$ cat src/rtl/timebase_generator.sv
// Divides the system clock into one-second and one-minute strobes, with pause,
// fastwatch and a 50 % duty blink for the alarm-clock datapath.
module timebase_generator #(
    parameter int TICKS_PER_SEC = 256,
    parameter int SECS_PER_MIN  = 60,
    localparam int TW = $clog2(TICKS_PER_SEC),
    localparam int SW = $clog2(SECS_PER_MIN)
) (
    input  logic          clock,
    input  logic          reset,
    input  logic          reset_count,
    input  logic          enable,
    input  logic          fastwatch,
    output logic          one_second,
    output logic          one_minute,
    output logic          blink,
    output logic [SW-1:0] sec_index
);

    localparam logic [TW-1:0] TICK_MAX  = TW'(TICKS_PER_SEC - 1);
    localparam logic [TW-1:0] TICK_HALF = TW'(TICKS_PER_SEC / 2);
    localparam logic [SW-1:0] SEC_MAX   = SW'(SECS_PER_MIN - 1);

    logic [TW-1:0] tick_cnt;
    logic [SW-1:0] sec_cnt;
    logic          sec_pulse;
    logic          min_pulse;

    // Wrap by explicit compare so non-power-of-two parameters never overrun.
    wire tick_wrap = (tick_cnt == TICK_MAX);
    wire sec_wrap  = (sec_cnt == SEC_MAX);

    // NOTE: sequential state uses non-blocking assignments so every register
    // samples the pre-edge values of the others, independent of statement order.
    always_ff @(posedge clock) begin
        if (reset || reset_count) begin
            tick_cnt  <= '0;
            sec_cnt   <= '0;
            sec_pulse <= 1'b0;
            min_pulse <= 1'b0;
        end else if (!enable) begin
            sec_pulse <= 1'b0;
            min_pulse <= 1'b0;
        end else if (tick_wrap) begin
            tick_cnt  <= '0;
            sec_pulse <= 1'b1;
            if (sec_wrap) begin
                sec_cnt   <= '0;
                min_pulse <= 1'b1;
            end else begin
                sec_cnt   <= sec_cnt + 1'b1;
                min_pulse <= 1'b0;
            end
        end else begin
            tick_cnt  <= tick_cnt + 1'b1;
            sec_pulse <= 1'b0;
            min_pulse <= 1'b0;
        end
    end

    // Fastwatch only steers the minute strobe; the counters are untouched.
    assign one_second = sec_pulse;
    assign one_minute = fastwatch ? sec_pulse : min_pulse;
    assign blink      = (tick_cnt < TICK_HALF);
    assign sec_index  = sec_cnt;

endmodule

$ cat config.mk
export PLATFORM = sky130hd
export DESIGN_NAME = timebase_generator
export DESIGN_NICKNAME = d
export VERILOG_FILES = /design/src/rtl/timebase_generator.sv
export SDC_FILE = /design/constraint.sdc
export NUM_CORES = 1
export LEC_CHECK = 0
export ABC_AREA = 1
export ABC_CLOCK_PERIOD_IN_PS = 3300
export BUFFER_PORTS_ARGS = -buffer_cell sky130_fd_sc_hd__buf_4
export CAP_MARGIN = 20
export CORE_MARGIN = 2
export CORE_UTILIZATION = 25
export DETAILED_ROUTE_END_ITERATION = 10
export PLACE_DENSITY = 0.38
export SYNTH_ARGS = -nofsm -noshare
export SYNTH_HDL_FRONTEND = slang
export SYNTH_SLANG_ARGS = --single-unit
$ cat constraint.sdc
create_clock -name clock -period 3.3 [get_ports clock]
set_clock_uncertainty 0.2 [all_clocks]
set_input_delay 0.66 -clock clock [delete_from_list [all_inputs] [get_ports clock]]
set_output_delay 0.66 -clock clock [all_outputs]
set_load 0.1 [all_outputs]
==> results.cfg <==
[cells_and_area]
drive_above_1_share_pct = 24.03
area_delta_synth_final_pct = 20.74
fin_nets = 137
antenna_cells = 0
fin_cells = 175
postLayoutCellArea_um2 = 1027

[worst_setup_path]
startpoint = fastwatch
cp.required_ns = 2.44
r2r_cells = 8
critPathBufInv = 2
cp_slowest_cell = mux2_2
critical_path.startpoint_type = input port
max_stage_delay_ns = 0.31
crit-reg2reg-launch = tick_cnt[1]$_SDFFE_PP0P_
cp_data_arrival_time_ns = 1.28
cp_num_cells = 3
crit_type = in2out
cp-end-kind = output pin
path_cells = buf_4 > mux2_2 > buf_4
cp_common_cell = buf_4
path_max_fanout = 1
cp_top_family = buffers and inverters

[clock_network]
cts_hold_buf = 0
post-cts-setup-buffers = 0
cts_max_path_buffers = 2
insertion_delay_ns = 0.29
cts_resized = 0
cts_num_sinks = 16
htree_levels = 1
clk_pin_slew_ns = 0.10
cts_tree = yes
cts.root.buffer_cell = clkbuf_4
numCtsBuffers = 3

[timing]
finalHoldViolations = 0
clock.fmax_mhz = 467.0
setup_viol = 0
min_period_over_period_pct = 64.88
rsz0062_at_grt = false
final_max_slew_viol_count = 0
maxSlewHeadroom_pct = 74.35
worstMarginPinSlew_ns = 0.3833
setup_tns_ns = 0
layout_min_cycle_time_ns = 2.141

[synthesis]
yosys_most_used_dff = dfxtp_1
synth-edff-count = 0
synthMostInstantiatedCell = nand2_1
netlist_instances = 113
yosysSeqAreaShare_pct = 37.65
ys_types = 23
netlist_area_um2 = 850.8
yosys_warnings = 0
synth_seq_cells = 16
synthTopCellsByArea = dfxtp_1 38%, nand2_1 11%, nand3_1 7.1%
synth_nets = 120
synth_top_area_share_pct = 37.65
synth_top_cell_by_area = dfxtp_1
syn_area_per_cell_um2 = 7.529
synthTopCellsByCount = 25 x nand2_1, 16 x dfxtp_1, 16 x inv_1
synth-async-reset-ratio_pct = 0

[power_and_ir_drop]
p_clk_share_pct = 38.8
p_int_mw = 0.2689
vdd_ir_drop_max_mv = 0.2523
p_seq_share_pct = 56.3
p_sw_mw = 0.07760
p_leak_nw = 0.4558
netSwitchingFraction_pct = 22.39
power_density_nw_per_um2 = 337.3
p_comb_share_pct = 5.0

[routing]
drc_errors = 0
num_vias = 735
viasPerCell = 4.200
drtIter0Drc = 29
drtPass1Iterations = 4
drt-wirelength-per-cell_um = 9.994
drt-total-wl_mm = 1.749
postRouteAntennaNets = 0

[hold_path]
hold_path.class = reg2reg
hold_start = tick_cnt[6]$_SDFFE_PP0P_
hold_path_depth = 2

[global_route]
antenna_found_initial = 0
grt.overflow.total = 0
grt_max_degree = 16
grt_pass1_wl_mm = 3.022
grt_use_total_pct = 9.862
first_global_vias = 689

[placed_design]
dp.cells = 171
port_buffers = 13
detailed_place.area_um2 = 991.0
dp_hpwl_mm = 1.296
place.gp.congestion = 0.7302

[die]
die_y_um = 62.34
io_pins = 14
initial_core_util_pct = 25.70
fp.dieW_um = 62.34
fp.coreArea_um2 = 3311
die-area_um2 = 3886
rows = 21

[job]
drv_cap = 0

[status]
status = completed
==> routing by layer <==
metal / up-vias / track usage (%) / share of wire (%)
met3: 2 / 3.986 / 4.9
met1: 329 / 11.05 / 46
li1: 394 / - / -
met5: - / 0 / 0
met2: 10 / 17.39 / 48
met4: 0 / 2.500 / 1.2
==> cell usage in the layout, fill, tap and decap left out <==
| cell type | n |
|---|---|
| o21bai_2 | 1 |
| nand4_1 | 3 |
| nand2_1 | 25 |
| xor2_1 | 1 |
| nand2_2 | 2 |
| a21oi_1 | 3 |
| dfxtp_1 | 16 |
| nor3_1 | 1 |
| buf_4 | 14 |
| nor2_2 | 1 |
| o21ai_2 | 2 |
| nand2_4 | 1 |
| ha_1 | 2 |
| xnor2_1 | 1 |
| nand3_1 | 12 |
| nor3b_1 | 1 |
| nor2_1 | 11 |
| o21ai_0 | 6 |
| nor2_8 | 1 |
| clkbuf_8 | 1 |
| nand3_2 | 1 |
| clkbuf_4 | 3 |
| nor2_4 | 3 |
| inv_1 | 16 |
| mux2_2 | 1 |
==> worst paths after layout <==
path,end,slack (ns)
max,one_minute,1.16
min,tick_cnt[6]$_SDFFE_PP0P_,0.25
max reg2reg,sec_index[2]$_SDFFE_PP0P_,1.61
min reg2reg,tick_cnt[6]$_SDFFE_PP0P_,0.25
==> metrics by stage <==
stage | power [mW] | setup WS, ns | utilization, % | hold slack (ns)
after floorplan | 0.2101 | 0.8537 | - | 0.2231
after global placement | 0.2168 | 1.157 | 29.93 | 0.2422
after detailed placement | 0.2170 | 1.156 | 29.93 | 0.2445
after CTS | 0.3595 | 1.155 | 31.03 | 0.2612
after global routing | 0.3646 | 1.147 | 31.03 | 0.2746
final | 0.3465 | 1.159 | 31.03 | 0.2513
==> final cells by class <==
class                      count  area, µm²
clock buffer                   4      36.28
fill                         388       2283
inverter                      16      60.06
multi-input combinational     79      447.9
sequential                    16      320.3
tap                           46      57.56
timing repair buffer          14      105.1
==> cell families after synthesis <==
| group | after synthesis | share of synthesized area [%] |
|---|---|---|
| AND/OR/NAND/NOR | 62 | 37.65 |
| AO/OA/AOI/OAI | 12 | 8.676 |
| buffers and inverters | 18 | 9.706 |
| multiplexers | 1 | 1.323 |
| flip-flops | 16 | 37.65 |
| adder cells (fa/ha/maj) | 2 | 2.941 |
| XOR/XNOR | 2 | 2.059 |
==> sequential cells by signal (all words and copies together), names as in the netlist <==
signal      cells
sec_index       6
one_second      1
tick_cnt        8
min_pulse       1
==> tightest hold or removal path: cells and delay by family (launching register included) <==
kind / cells / cell delay (ns)
AOI/OAI and AO/OA: 1 / 0.05
buffers and inverters: 1 / 0.05
DFF: 1 / 0.32
==> power groups by stage <==
stage / Clock, mW / Sequential (mW) / Combinational [mW]
after floorplan: 0 / 0.199 / 0.0109
after global placement: 0 / 0.199 / 0.0175
after detailed placement: 0 / 0.199 / 0.0177
after CTS: 0.147 / 0.195 / 0.0177
after global routing: 0.150 / 0.195 / 0.0196
final: 0.134 / 0.195 / 0.0172
Note: power is estimated with default switching activity, not from simulation.
